===== src/rtl/eth_tx_sched.sv =====
// eth_tx_sched: transmit scheduler feeding the single Ethernet frame builder.
// Latches ARP-reply, UDP-ack and telemetry requests into pending slots. ARP has
// fixed top priority, and ack/telemetry alternate round-robin. One frame is
// issued at a time, then a completion timeout and an inter-frame gap follow.
// The telemetry peer is learned from the most recent udp_done.
// Ports:
//   clk, rst                        clock, synchronous active-high reset
//   arp_req, arp_src_*              ARP who-has pulse and requester endpoint
//   udp_done, udp_src_*             UDP frame-done pulse and peer endpoint
//   tlm_req                         telemetry frame request pulse
//   tx_start, tx_kind, tx_dst_*,    frame issue to the builder (registered);
//   tx_src_port                       fields hold until the next tx_start
//   tx_done                         builder completion pulse
//   busy, peer_valid                status
//   drop_cnt, abort_cnt             saturating drop / timeout counters
module eth_tx_sched #(
  parameter logic [15:0] IFG_CYCLES = 16'd24,
  parameter logic [23:0] TX_TIMEOUT = 24'd1_000_000,
  parameter logic [15:0] LOCAL_PORT = 16'd5005
) (
  input  logic        clk,
  input  logic        rst,
  input  logic        arp_req,
  input  logic [47:0] arp_src_mac,
  input  logic [31:0] arp_src_ip,
  input  logic        udp_done,
  input  logic [47:0] udp_src_mac,
  input  logic [31:0] udp_src_ip,
  input  logic [15:0] udp_src_port,
  input  logic        tlm_req,
  output logic        tx_start,
  output logic [1:0]  tx_kind,
  output logic [47:0] tx_dst_mac,
  output logic [31:0] tx_dst_ip,
  output logic [15:0] tx_dst_port,
  output logic [15:0] tx_src_port,
  input  logic        tx_done,
  output logic        busy,
  output logic        peer_valid,
  output logic [15:0] drop_cnt,
  output logic [15:0] abort_cnt
);

  typedef enum logic [1:0] {StIdle, StWaitDone, StGap} state_e;

  localparam logic [1:0] KindArp = 2'd0;
  localparam logic [1:0] KindAck = 2'd1;
  localparam logic [1:0] KindTlm = 2'd2;

  state_e      state_q;
  logic        arp_p_q, ack_p_q, tlm_p_q;
  logic        rr_q;  // 0: ack preferred over telemetry, 1: telemetry preferred
  logic [47:0] arp_mac_q, ack_mac_q, peer_mac_q;
  logic [31:0] arp_ip_q, ack_ip_q, peer_ip_q;
  logic [15:0] ack_port_q, peer_port_q;
  logic [23:0] tmo_q;
  logic [15:0] gap_q;

  logic        idle;
  logic        grant_arp, grant_ack, grant_tlm;
  logic        drop_arp, drop_ack, drop_tlm;
  logic [16:0] drop_sum;
  logic [15:0] drop_cnt_d;

  always_comb begin
    idle      = (state_q == StIdle);
    grant_arp = idle & arp_p_q;
    grant_ack = idle & ~arp_p_q & ack_p_q & (~tlm_p_q | ~rr_q);
    grant_tlm = idle & ~arp_p_q & tlm_p_q & (~ack_p_q | rr_q);
    // A request landing on its slot's grant cycle refills the slot; not a drop.
    drop_arp  = arp_req & arp_p_q & ~grant_arp;
    drop_ack  = udp_done & ack_p_q & ~grant_ack;
    drop_tlm  = tlm_req & (~peer_valid | (tlm_p_q & ~grant_tlm));
    drop_sum  = {1'b0, drop_cnt} + {16'd0, drop_arp} + {16'd0, drop_ack} + {16'd0, drop_tlm};
    drop_cnt_d = drop_sum[16] ? 16'hFFFF : drop_sum[15:0];
  end

  assign busy = (state_q != StIdle);

  always_ff @(posedge clk) begin
    if (rst) begin
      state_q     <= StIdle;
      arp_p_q     <= 1'b0;
      ack_p_q     <= 1'b0;
      tlm_p_q     <= 1'b0;
      rr_q        <= 1'b0;
      arp_mac_q   <= '0;
      arp_ip_q    <= '0;
      ack_mac_q   <= '0;
      ack_ip_q    <= '0;
      ack_port_q  <= '0;
      peer_mac_q  <= '0;
      peer_ip_q   <= '0;
      peer_port_q <= '0;
      peer_valid  <= 1'b0;
      tmo_q       <= '0;
      gap_q       <= '0;
      tx_start    <= 1'b0;
      tx_kind     <= KindArp;
      tx_dst_mac  <= '0;
      tx_dst_ip   <= '0;
      tx_dst_port <= '0;
      tx_src_port <= '0;
      drop_cnt    <= '0;
      abort_cnt   <= '0;
    end else begin
      tx_start <= 1'b0;
      arp_p_q  <= arp_req | (arp_p_q & ~grant_arp);
      ack_p_q  <= udp_done | (ack_p_q & ~grant_ack);
      tlm_p_q  <= (tlm_req & peer_valid) | (tlm_p_q & ~grant_tlm);
      drop_cnt <= drop_cnt_d;

      if (arp_req) begin
        arp_mac_q <= arp_src_mac;
        arp_ip_q  <= arp_src_ip;
      end
      if (udp_done) begin
        ack_mac_q   <= udp_src_mac;
        ack_ip_q    <= udp_src_ip;
        ack_port_q  <= udp_src_port;
        peer_mac_q  <= udp_src_mac;
        peer_ip_q   <= udp_src_ip;
        peer_port_q <= udp_src_port;
        peer_valid  <= 1'b1;
      end

      unique case (state_q)
        StIdle: begin
          if (grant_arp || grant_ack || grant_tlm) begin
            tx_start <= 1'b1;
            tmo_q    <= TX_TIMEOUT;
            state_q  <= StWaitDone;
            if (grant_arp) begin
              tx_kind     <= KindArp;
              tx_dst_mac  <= arp_mac_q;
              tx_dst_ip   <= arp_ip_q;
              tx_dst_port <= 16'd0;
              tx_src_port <= 16'd0;
            end else if (grant_ack) begin
              tx_kind     <= KindAck;
              tx_dst_mac  <= ack_mac_q;
              tx_dst_ip   <= ack_ip_q;
              tx_dst_port <= ack_port_q;
              tx_src_port <= LOCAL_PORT;
              rr_q        <= ~rr_q;
            end else begin
              // Telemetry goes to whichever peer is known at grant time.
              tx_kind     <= KindTlm;
              tx_dst_mac  <= peer_mac_q;
              tx_dst_ip   <= peer_ip_q;
              tx_dst_port <= peer_port_q;
              tx_src_port <= LOCAL_PORT;
              rr_q        <= ~rr_q;
            end
          end
        end
        StWaitDone: begin
          if (tx_done) begin
            gap_q   <= IFG_CYCLES;
            state_q <= StGap;
          end else if (tmo_q <= 24'd1) begin
            // Expires TX_TIMEOUT cycles after tx_start.
            if (abort_cnt != 16'hFFFF) abort_cnt <= abort_cnt + 16'd1;
            gap_q   <= IFG_CYCLES;
            state_q <= StGap;
          end else begin
            tmo_q <= tmo_q - 24'd1;
          end
        end
        StGap: begin
          if (gap_q == 16'd0) state_q <= StIdle;
          else                gap_q   <= gap_q - 16'd1;
        end
        default: state_q <= StIdle;
      endcase
    end
  end

endmodule


===== config.mk =====
export PLATFORM = sky130hd
export DESIGN_NAME = eth_tx_sched
export DESIGN_NICKNAME = d
export VERILOG_FILES = /design/src/rtl/eth_tx_sched.sv
export SDC_FILE = /design/constraint.sdc
export NUM_CORES = 1
export LEC_CHECK = 0
export ABC_AREA = 1
export CAP_MARGIN = 0
export CORE_ASPECT_RATIO = 0.75
export CORE_MARGIN = 2
export CORE_UTILIZATION = 40
export DETAILED_ROUTE_END_ITERATION = 6
export PLACE_DENSITY = 0.65
export SLEW_MARGIN = 10
export SYNTH_ARGS = -nofsm -noshare
export SYNTH_HDL_FRONTEND = slang
export SYNTH_SLANG_ARGS = --single-unit

===== constraint.sdc =====
create_clock -name clk -period 4.75 [get_ports clk]
set_input_delay 0.95 -clock clk [delete_from_list [all_inputs] [get_ports clk]]
set_output_delay 0.95 -clock clk [all_outputs]
set_load 0.01 [all_outputs]

==> results.ini, run 1 <==
[status]
status = finished clean

[power]
pwr-share-clk = 0.365
p_int_mw = 5.986
power.density_mw_per_mm2 = 439.7
pwr-share-comb = 0.234
switching_power_mw = 2.650
peakVddDrop_v = 0.0002381
p_leak_nw = 7.728
p_sw_frac = 0.3069
sequentialPowerShare = 0.401

[routing]
firstDrtPassIters = 5
drt-initial-drc-count = 1288
post-route-drc-count = 0
routedWlPerCell_microns = 16.81
wirelength_microns = 48220
final_antenna_net_count = 0
via_count = 14850
vias_per_cell = 5.178

[setup_path]
worstSetupPathType = register to register
rr_endpoint = drop_cnt[15]
cp.required_ns = 5.23
cp_max_fo = 15
endpoint_kind = register
rrSetupSlack_ns = 1.01
crit_path_start_kind = register
reg2reg_depth = 20
arrival_ns = 4.22
r2r_start = state_q[0]

[floorplanning]
std_cell_rows = 61
die-area_sq_mm = 0.03899
num_io_pins = 331
die_w_microns = 227.4
core_region_area_sq_mm = 0.03694
die_h_microns = 171.5
start_util = 0.4051

[sta]
slew_headroom = 0.2748
max_freq_mhz = 267.2
timing.hold.ws_ns = 0.4624
finalClockSkew_ns = 0.02445
post-route-min-period_ns = 3.743
period_share = 0.7879
hold_viol_final = 0
fin_tns_setup_ns = 0
setup_violations = 0
worst_pin_slew_ns = 1.088
slew_violations = 0
rsz0062_at_grt = false

[job]
max-cap-violations = 0

[yosys]
ys_warn_count = 0
ys_ff_latch = 355
synthCells = 2101
yosysUniqueCellTypes = 31
synth_area_sq_mm = 0.01497
ys_seq_area_frac = 0.4749
avgSynthCellArea_sq_um = 7.123

[cells_and_area]
stdcell_area_sq_mm = 0.01964
num-nets-final = 2526
area_growth_pct = 31.23
final_layout_size_suffix_gt1_frac = 0.04403

[clocking]
ctsResizeCount = 0
insertion_delay_ns = 0.54
cts_tree = yes
clk_pin_slew_ns = 0.06
postCtsSetupBuffers = 0
clockBufferDepth = 3
holdBufCountCts = 0
h-tree-depth = 2
cts_root_buf = clkbuf_16
cts_buffers = 38
clkSinkCount = 355

[min_path]
hp-start = peer_port_q[14]
hold_depth = 2
worstHoldPathType = register to register
min_to = tx_dst_port[14]

[global_route]
grt_pass1_vias = 14060
grt_pass1_wl_microns = 75450
antenna_found_initial = 10
grt_usage = 0.2408
grt_max_degree = 161
overflow = 0

[placed_design]
place_area_sq_mm = 0.01833
io_buffers = 321
place_congestion = 0.9089
dpl.hpwl_microns = 31010

## per-layer routing
layer,global-route usage,share of wire,vias up
met4,0.06081,0.021,18
met3,0.06765,0.082,88
met1,0.3266,0.46,6914
met2,0.3774,0.44,479
li1,-,-,7351
met5,0,0.0027,-
## power groups by stage
| stage | Combinational [mW] | Clock, mW | Sequential (mW) |
|---|---|---|---|
| floorplan | 1.18 | 0 | 3.54 |
| global route | 2.24 | 3.32 | 3.50 |
| detailed placement | 2.01 | 0 | 3.52 |
| global placement | 1.98 | 0 | 3.52 |
| finish | 2.02 | 3.15 | 3.46 |
| CTS | 2.02 | 3.21 | 3.46 |
## cell usage in the layout, fill, tap and decap left out, types with 2 or more instances in the layout
cell / instances
buf_12: 2
inv_1: 76
dfxtp_1: 354
nand3_1: 139
diode_2: 2
ha_1: 6
nor2_4: 2
inv_6: 2
nor2_2: 3
a21oi_1: 80
conb_1: 9
nand2_1: 347
nand4_1: 32
clkdlybuf4s50_1: 318
bufinv_16: 7
clkbuf_1: 7
clkbuf_8: 4
nand3b_1: 5
inv_2: 8
xor2_1: 17
nand2_2: 3
xnor2_1: 9
o21ai_0: 251
clkbuf_16: 38
buf_4: 14
or2_2: 2
o21ai_1: 22
buf_2: 3
fa_1: 2
a31oi_1: 81
nor3_1: 3
clkinv_2: 8
nor2_1: 499
## layout make-up
class	count	area (sq um)
inverter	86	329.1
sequential	355	7111
clock buffer	49	1032
timing repair buffer	337	3343
clock inverter	17	277.8
multi-input combinational	1518	6912
tap	504	630.6
fill	3577	17300
antenna	2	5.005
## critical path, stage by stage (launching register included)
cell     delay (ns)
dfxtp_1        0.35
nor2_4         0.11
buf_4          0.21
nand2_1        0.09
inv_2          0.06
nand2_1        0.11
inv_1          0.07
nor2_1         0.04
o21ai_0        0.20
fa_1           0.45
inv_1          0.07
ha_1           0.19
fa_1           0.25
nand2_1        0.10
nor3_2         0.26
nand4_1        0.22
inv_1          0.10
nand3_1        0.42
nand3_1        0.24
nand2_1        0.07
inv_1          0.07
## kinds of logic after synthesis
group / after synthesis / synth area share
other: 1 / 0.0002506
AO/OA/AOI/OAI: 436 / 0.1530
adder cells (fa/ha/maj): 8 / 0.007692
XOR/XNOR: 26 / 0.01522
buffers and inverters: 236 / 0.06630
flip-flops: 355 / 0.4749
AND/OR/NAND/NOR: 1039 / 0.2827
## Yosys cell counts
master | n | area, sq um
a21oi_1 | 80 | 400.4
a21oi_2 | 1 | 8.760
a31oi_1 | 81 | 506.7
buf_1 | 1 | 3.750
buf_2 | 19 | 95.09
buf_4 | 22 | 165.2
clkbuf_1 | 108 | 405.4
clkinv_1 | 1 | 3.750
conb_1 | 1 | 3.750
dfxtp_1 | 355 | 7107
fa_1 | 2 | 40.04
ha_1 | 6 | 75.07
inv_1 | 76 | 285.3
inv_2 | 9 | 33.78
nand2_1 | 348 | 1306
nand2_2 | 3 | 18.77
nand3_1 | 139 | 695.7
nand3_2 | 2 | 20.02
nand3b_1 | 5 | 37.54
nand4_1 | 32 | 200.2
nor2_1 | 499 | 1873
nor2_2 | 3 | 18.77
nor2_4 | 2 | 22.52
nor3_1 | 3 | 15.01
nor3_2 | 1 | 10.01
o21ai_0 | 251 | 1256
o21ai_1 | 22 | 110.1
o21bai_1 | 1 | 7.510
or2_2 | 2 | 12.51
xnor2_1 | 9 | 78.83
xor2_1 | 17 | 148.9
## sequential cells by signal (all words and copies together), names as in the netlist
| signal | count |
|---|---|
| peer_mac_q | 48 |
| tmo_q | 24 |
| drop_cnt | 16 |
| tlm_p_q | 1 |
| tx_dst_mac | 48 |
| abort_cnt | 16 |
| arp_p_q | 1 |
| ack_p_q | 1 |
| state_q | 2 |
| arp_ip_q | 32 |
| gap_q | 16 |
| tx_dst_ip | 32 |
| rr_q | 1 |
| peer_valid | 1 |
| tx_dst_port | 16 |
| tx_start | 1 |
| arp_mac_q | 48 |
| peer_ip_q | 32 |
| tx_kind | 2 |
| peer_port_q | 16 |
| tx_src_port | 1 |
## through the flow
step	utilization	cells	power [mW]	setup slack [ns]
finish	0.5317	2868	8.636	1.007
global placement	0.4961	2800	5.499	0.8032
CTS	0.5315	2866	8.689	0.9713
floorplan	-	2109	4.716	1.082
global route	0.5315	2866	9.061	0.6775
detailed placement	0.4961	2800	5.531	0.7001
## worst max-delay path by stage
stage / depth (start not counted) / slack, ns / endpoint / from
2_1_floorplan: 16 / 1.08 / drop_cnt[9] / arp_req
3_3_place_gp: 14 / 0.80 / drop_cnt[13] / tlm_req
3_5_place_dp: 14 / 0.70 / drop_cnt[15] / tlm_req
4_1_cts: 20 / 0.97 / drop_cnt[15] / state_q[0]
5_1_grt: 20 / 0.68 / drop_cnt[13] / state_q[0]
6_report: 20 / 1.01 / drop_cnt[15] / state_q[0]
Note: power is estimated with default switching activity, not from simulation.
==> run 2, diff against run 1 <==
- clock period: 4.75 -> 3.8 ns (I/O delays scaled with it)
==> results.ini, run 2 (synthesis results as in run 1) <==
[job]
max-cap-violations = 0  ; unchanged

[power]
power.density_mw_per_mm2 = 542.1  ; was 439.7 mW/mm^2
pwr-share-comb = 0.238  ; was 0.234
sequentialPowerShare = 0.405  ; was 0.401
p_int_mw = 7.343  ; was 5.986 mW
switching_power_mw = 3.300  ; was 2.650 mW
pwr-share-clk = 0.357  ; was 0.365
p_leak_nw = 7.730  ; was 7.728 nW
p_sw_frac = 0.3101  ; was 0.3069
peakVddDrop_v = 0.0003643  ; was 0.0002381 V

[clocking]
cts_tree = yes  ; unchanged
h-tree-depth = 2  ; unchanged
clockBufferDepth = 3  ; unchanged
cts_root_buf = clkbuf_16  ; unchanged
postCtsSetupBuffers = 0  ; unchanged
cts_buffers = 38  ; unchanged
insertion_delay_ns = 0.54  ; about the same
clkSinkCount = 355  ; unchanged
clk_pin_slew_ns = 0.06  ; about the same

[setup_path]
worstSetupPathType = register to register  ; unchanged
crit_path_start_kind = register  ; unchanged
arrival_ns = 3.91  ; was 4.22 ns
endpoint_kind = register  ; unchanged
cp.required_ns = 4.27  ; was 5.23 ns
cp_max_fo = 15  ; unchanged

[routing]
post-route-drc-count = 0  ; unchanged
wirelength_microns = 47780  ; was 48220 microns
routedWlPerCell_microns = 16.64  ; was 16.81 microns
via_count = 14740  ; was 14850
firstDrtPassIters = 5  ; unchanged
vias_per_cell = 5.134  ; was 5.178
drt-initial-drc-count = 1130  ; was 1288
final_antenna_net_count = 0  ; unchanged

[cells_and_area]
final_layout_size_suffix_gt1_frac = 0.04524  ; was 0.04403
num-nets-final = 2527  ; was 2526
final_cell_mix = 499 x nor2_1, 354 x dfxtp_1, 347 x nand2_1  ; unchanged
fin_util = 0.5315  ; was 0.5317
largest_registers = arp_mac_q (48), peer_mac_q (48), tx_dst_mac (48)  ; unchanged
area_growth_pct = 31.19  ; was 31.23%
final_common_cell = nor2_1  ; unchanged

[global_route]
grt_usage = 0.2399  ; was 0.2408
overflow = 0  ; unchanged
grt_pass1_wl_microns = 74990  ; was 75450 microns
antenna_found_initial = 7  ; was 10
grt_max_degree = 161  ; unchanged
grt_pass1_vias = 14100  ; was 14060

[sta]
period_share = 0.9039  ; was 0.7879
setup_violations = 0  ; unchanged
max_freq_mhz = 291.1  ; was 267.2 MHz
post-route-min-period_ns = 3.435  ; was 3.743 ns
fin_tns_setup_ns = 0  ; unchanged
hold_viol_final = 0  ; unchanged
worst_pin_slew_ns = 1.140  ; was 1.088 ns
slew_headroom = 0.2403  ; was 0.2748
timing.hold.ws_ns = 0.4577  ; was 0.4624 ns
slew_violations = 0  ; unchanged
finalClockSkew_ns = 0.01301  ; was 0.02445 ns
worst_slack_ns = 0.3650  ; was 1.007 ns

[min_path]
worstHoldPathType = register to register  ; unchanged

[floorplanning]
start_util = 0.4051  ; unchanged
die-area_sq_mm = 0.03899  ; unchanged
die_w_microns = 227.4  ; unchanged
die_h_microns = 171.5  ; unchanged
num_io_pins = 331  ; unchanged
core_region_area_sq_mm = 0.03694  ; unchanged
std_cell_rows = 61  ; unchanged

[placed_design]
place_congestion = 0.8994  ; was 0.9089
place_ws_ns = -0.1289  ; was 0.7001 ns
io_buffers = 321  ; unchanged
dpl.hpwl_microns = 30580  ; was 31010 microns

[status]
status = finished clean  ; unchanged

==> run 2: path summary, 6_finish.rpt <==
path	startpoint	to	slack, ns	cells after the start
hold / removal	peer_port_q[2]	tx_dst_port[2]	0.46	2
hold reg to reg	peer_port_q[2]	tx_dst_port[2]	0.46	2
setup reg to reg	state_q[0]	drop_cnt[13]	0.37	19
setup / recovery	state_q[0]	drop_cnt[13]	0.37	19
==> run 2: area by class of cell <==
class                      count  area (sq um)
tap                          504         630.6
timing repair buffer         338          3363
multi-input combinational   1518          6917
antenna                        2         5.005
fill                        3583         17310
sequential                   355          7111
inverter                      86         329.1
clock inverter                13         162.7
clock buffer                  55          1116
==> run 2: what timing repair did <==
action,4_1_cts,5_1_grt
hold buffers,0,0
endpoints found under the setup margin,0,15
gates resized for setup,0,1
==> run 2: routing by layer <==
layer  wire length, microns  GRT usage
met5                     82          0
met4                    952    0.06252
met3                   4017    0.07192
met2                  21260     0.3798
met1                  21460     0.3188
==> run 2: critical path, cell delays in order (launching register included) <==
cell	delay (ns)
dfxtp_1	0.35
nor2_4	0.16
nand2_1	0.08
inv_2	0.06
nand2_1	0.11
inv_1	0.08
nor2_1	0.04
o21ai_0	0.24
fa_1	0.46
inv_1	0.06
ha_1	0.18
fa_1	0.24
nand2_1	0.10
nor3_2	0.26
nand4_1	0.22
inv_1	0.13
nand3_2	0.27
nand3b_1	0.20
nand2_1	0.06
inv_1	0.07
==> run 2: per-stage QoR <==
step	power [mW]	instance area (sq um)	instances
after floorplan	5.895	15000	2109
after global placement	6.872	18350	2801
after detailed placement	6.903	18350	2801
after CTS	10.72	19620	2869
after global routing	11.22	19630	2869
final	10.64	19630	2871
==> run 2: power groups by stage <==
stage,clock (mW),combinational [mW],sequential (mW)
4_1_cts,3.88,2.53,4.31
3_3_place_gp,0,2.49,4.38
2_1_floorplan,0,1.48,4.42
5_1_grt,4.03,2.82,4.36
6_report,3.80,2.53,4.31
3_5_place_dp,0,2.52,4.39
